File: config.mk
export PLATFORM = sky130hd
export DESIGN_NAME = pipe_register
export DESIGN_NICKNAME = d
export VERILOG_FILES = /design/src/rtl/cpu_pipe_pkg.sv /design/src/rtl/pipe_stage.sv /design/src/rtl/pipe_register.sv
export SDC_FILE = /design/constraint.sdc
export NUM_CORES = 1
export LEC_CHECK = 0
export CORE_UTILIZATION = 32
export DETAILED_ROUTE_END_ITERATION = 8
export PLACE_DENSITY = 0.6
export SLEW_MARGIN = 20
export SYNTH_ARGS = -nofsm -noshare
export SYNTH_HDL_FRONTEND = slang
export SYNTH_HIERARCHICAL = 1
export SYNTH_SLANG_ARGS = --single-unit
File: constraint.sdc
create_clock -name clock -period 1.49 [get_ports clock]
set_input_delay 0.2235 -clock clock [delete_from_list [all_inputs] [get_ports clock]]
set_output_delay 0.2235 -clock clock [all_outputs]
set_load 0.05 [all_outputs]
File: src/rtl/cpu_pipe_pkg.sv
// Shared constants and helpers for the elastic CPU pipeline register.
`default_nettype none

package cpu_pipe_pkg;

  localparam int STALL_CNT_W = 16;

  typedef logic [STALL_CNT_W-1:0] stall_cnt_t;

  // Bits needed to hold the values 0..n (never less than one bit).
  function automatic int clog2_p1(input int n);
    int r;
    r = 0;
    while ((1 << r) < (n + 1)) r++;
    return (r < 1) ? 1 : r;
  endfunction

endpackage

`default_nettype wire

File: src/rtl/pipe_stage.sv
// One elastic stage: valid/data registers, load mux and the local ready term.
`default_nettype none

module pipe_stage #(
  parameter int W = 32
) (
  input  logic         clock,
  input  logic         reset,
  input  logic         flush,
  input  logic         src_valid,
  input  logic [W-1:0] src_data,
  input  logic         down_rdy,
  output logic         rdy,
  output logic         valid,
  output logic [W-1:0] data
);

  // An empty stage can always take a word, even while downstream is stalled.
  assign rdy = !valid | down_rdy;

  always_ff @(posedge clock or posedge reset) begin
    if (reset) begin
      valid <= 1'b0;
      data  <= '0;
    end else if (flush) begin
      valid <= 1'b0;
    end else if (rdy) begin
      valid <= src_valid;
      if (src_valid) begin
        data <= src_data;
      end
    end
  end

endmodule

`default_nettype wire

File: src/rtl/pipe_register.sv
// DEPTH-stage valid/ready pipeline register with flush and occupancy count.
// Optional PIPE_STALL_CNT_EN adds a saturating output-stall cycle counter.
`default_nettype none

module pipe_register
  import cpu_pipe_pkg::*;
#(
  parameter int W     = 32,
  parameter int DEPTH = 2
) (
  input  logic                         clock,
  input  logic                         reset,
  input  logic                         in_valid,
  output logic                         in_ready,
  input  logic [W-1:0]                 in_data,
  output logic                         out_valid,
  input  logic                         out_ready,
  output logic [W-1:0]                 out_data,
  input  logic                         flush,
  output logic [clog2_p1(DEPTH)-1:0]   occupancy
`ifdef PIPE_STALL_CNT_EN
  ,
  output logic [STALL_CNT_W-1:0]       stall_cnt
`endif
);

  localparam int OCC_W = clog2_p1(DEPTH);

  if (DEPTH < 1) begin : g_depth_check
    $error("pipe_register: DEPTH must be at least 1");
  end

  logic [DEPTH-1:0] valid_vec;
  logic [W-1:0]     data_s [DEPTH];

  // Each stage keeps its ready term in its own scope so the chain is not one shared vector.
  for (genvar k = 0; k < DEPTH; k++) begin : g_stage
    logic         rdy_here;
    logic         down_rdy;
    logic         src_valid;
    logic [W-1:0] src_data;

    if (k == DEPTH - 1) begin : g_last
      assign down_rdy = out_ready;
    end else begin : g_mid
      assign down_rdy = g_stage[k+1].rdy_here;
    end

    if (k == 0) begin : g_first
      assign src_valid = in_valid;
      assign src_data  = in_data;
    end else begin : g_chain
      assign src_valid = valid_vec[k-1];
      assign src_data  = data_s[k-1];
    end

    pipe_stage #(.W(W)) u_stage (
      .clock     (clock),
      .reset     (reset),
      .flush     (flush),
      .src_valid (src_valid),
      .src_data  (src_data),
      .down_rdy  (down_rdy),
      .rdy       (rdy_here),
      .valid     (valid_vec[k]),
      .data      (data_s[k])
    );
  end

  assign in_ready  = g_stage[0].rdy_here & !flush;
  assign out_valid = valid_vec[DEPTH-1];
  assign out_data  = data_s[DEPTH-1];

  always_comb begin
    occupancy = '0;
    for (int k = 0; k < DEPTH; k++) begin
      occupancy = occupancy + OCC_W'(valid_vec[k]);
    end
  end

`ifdef PIPE_STALL_CNT_EN
  // Flush deliberately leaves the counter alone; only reset clears it.
  always_ff @(posedge clock or posedge reset) begin
    if (reset) begin
      stall_cnt <= '0;
    end else if (out_valid && !out_ready && (stall_cnt != '1)) begin
      stall_cnt <= stall_cnt + 1'b1;
    end
  end
`endif

endmodule

`default_nettype wire

==> results.tsv <==
stage	metric	value	unit
floorplan	area of the core	7730	sq um
run	maxcap violations	0	
worst_setup_path	Data arrival, critical path	1.90	ns
drt	Final ANT Viol Nets	0	
finish	fraction of layout cells with a size suffix above 1	58.5	%
clocking	H-tree depth	3	
timing	fin. max-slew vios	0	
clocking	clk_lat worst skew	0.33	ns
drt	Detailed Route WL	5940	um
clocking	clock root buffer	clkbuf_8	
run_status	failing checks	setup timing	
worst_setup_path	Max FO, Critical Path	7	
worst_setup_path	critical path startpoint category	register	
worst_setup_path	Setup CP Type	register to register	
global_route	first-pass GRT wire length	9050	um
worst_hold_path	class of the worst hold path	primary input to asynchronous set/reset pin	
clocking	CTS sink count	66	
pwr	Power Density	1540	nW/um^2
timing	Worst Tran Pin Value	0.329	ns
timing	post-route setup slack	-0.194	ns
drt	drt first pass iters	4	
synthesis	YS warnings	6	
worst_setup_path	RR Endpoint	g_stage[1].u_stage/data[13]	
global_route	total gr overflow	0	
synthesis	Synth cell types	8	
run_status	status	finished, violations left	
timing	shortest period the worst path allows	1.68	ns
floorplan	top-level I/O count	73	
placement	DP Area	3520	sq um
global_route	initial antenna violation count	0	
timing	Rel. slew slack	78.1	%
synthesis	most frequent cell after synthesis	dfrtp_1	
synthesis	Post-synth EDFFs	0	
finish	final instance area	4120	sq um
timing	RSZ-0062 raised after global routing	yes	
global_route	vias in the first global route	1680	
synthesis	Synth area leaders	dfrtp_1 (64%), mux2_2 (28%), buf_6 (2.6%)	
drt	Iter 0 DRT Violations	43	
finish	final net count	291	
clocking	CTS tree	yes	
synthesis	syn avg cell area	17.1	sq um
finish	antenna fix cells	0	
synthesis	Synth Flop Type	dfrtp_1	
timing	Final Skew	0.00382	ns
floorplan	Initial Util	33.1	%
clocking	clock tree buffer depth	2	
timing	post-route clock period utilization	113	%
worst_setup_path	RR Startpoint	g_stage[1].u_stage/valid	
pwr	Max rail drop VDD	0.982	mV
global_route	largest net degree at the start of global routing	23	
drt	Via Count	1606	
finish	fillcell total	617	
synthesis	asr flop ratio synth	100	%
placement	DP HPWL	3470	um
placement	DP Cell Count	331	
worst_setup_path	crit path launch	g_stage[1].u_stage/valid	
placement	number of port buffers	72	
synthesis	most frequent cells after synthesis	dfrtp_1 (66), mux2_2 (64), buf_6 (6), inv_1 (4), nor2_1 (4)	
floorplan	die height	91.5	um
timing	Achievable Freq	0.594	GHz
synthesis	Yosys reg bits	66	
clocking	clock-pin slew on the worst setup and hold paths	0.07	ns
clocking	total CTS buffers	9	
timing	Final Hold Vio Count	0	
synthesis	post-synth top area cell	dfrtp_1	
drt	Avg WL per Cell	16.5	um
synthesis	cell count after synthesis	150	
worst_setup_path	Worst R2R Setup Slack	-0.19	ns
floorplan	die width	91.5	um
worst_setup_path	CP required	1.71	ns
synthesis	top cell type's share of synthesized area	64.5	%
clocking	CTS Hold Bufs	0	
drt	Via density	4.46	
placement	pre-CTS setup slack	-0.408	ns
synthesis	Syn Nets	188	
global_route	total track usage	14.4	%
placement	RePlAce Congestion	0.648	
synthesis	Seq/Total Area, Yosys	64.5	%
worst_setup_path	cells on worst reg2reg path	6	
floorplan	row count	32	
finish	Area Overhead vs Synth	60.7	%
worst_setup_path	Worst setup EP type	register	
finish	Finished Layout Cells	360	
floorplan	full die area	8370	sq um
timing	# setup viols final	67	
synthesis	Post-Syn Area	2560	sq um
pwr	Leak	1.92	nW
drt	number of remaining DRC errors	0	
[metrics by stage]
step	TNS, ns	utilization (%)	hold slack [ns]	power [mW]
floorplan	-10.18	-	0.286	3.96
global placement	-21.44	45.6	0.482	4.65
detailed placement	-22.34	45.6	0.490	4.67
CTS	-6.51	51.2	0.284	6.36
global route	-11.54	53.3	0.294	6.64
finish	-7.90	53.3	0.285	6.36
[layer usage]
metal	global-route usage [%]	wire length (um)
met1	18.1	2650
met2	22.1	2900
met3	5.86	334
met4	5.56	51
met5	0	0
[flip-flops by register name, indices dropped and copies added (netlist names)]
register and count:
g_stage.u_stage/valid 2, g_stage.u_stage/data 64
[worst max-delay path by stage]
stage	depth (start not counted)	endpoint
finish	6	g_stage[1].u_stage/data[13]
global route	6	g_stage[1].u_stage/data[13]
CTS	7	in_ready
detailed placement	7	g_stage[0].u_stage/data[24]
global placement	7	g_stage[0].u_stage/data[24]
floorplan	6	g_stage[0].u_stage/data[0]
[repair_timing]
item	in CTS	in global routing
resized for setup	37	19
setup buffers	5	5
cloned	2	4
pin swaps	0	3
setup endpoints to repair	52	67
[power breakdown]
group / switching [mW] / internal, mW / total (mW)
logic: 1.32 / 1.06 / 2.39
clock network: 0.681 / 0.855 / 1.54
registers: 0.241 / 2.19 / 2.43
total: 2.25 / 4.11 / 6.36
[layout make-up]
class                           instances  area, sq um  share of cell area (%)
Tap cell                              102          128                    3.10
Multi-Input combinational cell         74         1080                    26.2
Inverter                                4         15.0                   0.365
Timing Repair Buffer                   98         1040                    25.2
Clock buffer                           11          151                    3.68
Sequential cell                        66         1650                    40.2
Clock inverter                          5         52.6                    1.28
[worst max-delay path, stage by stage (launching register included)]
cell       delay [ns]
dfrtp_2          0.41
nor2b_4          0.13
buf_4            0.14
nor3b_4          0.24
buf_6            0.18
clkbuf_16        0.17
mux2_4           0.30
[cells in the final DEF (no fill, tap or decap), drive strengths merged]
cell / n
buf: 58
bufinv: 1
clkbuf: 15
clkdlybuf4s50: 36
clkinv: 3
clkinvlp: 1
dfrtp: 66
ha: 1
inv: 4
mux2: 64
nor2: 4
nor2b: 3
nor3b: 2
[kinds of logic (layout without fill, tap and decap cells)]
family        after synthesis  count (layout)  share of synthesized area [%]
mux                        64              64                           28.1
fa+ha+maj                   1               1                          0.488
buf+inv                    10             118                           3.22
flops                      66              66                           64.5
simple gates                9               9                           3.66
(Power assumes the default switching activity.)
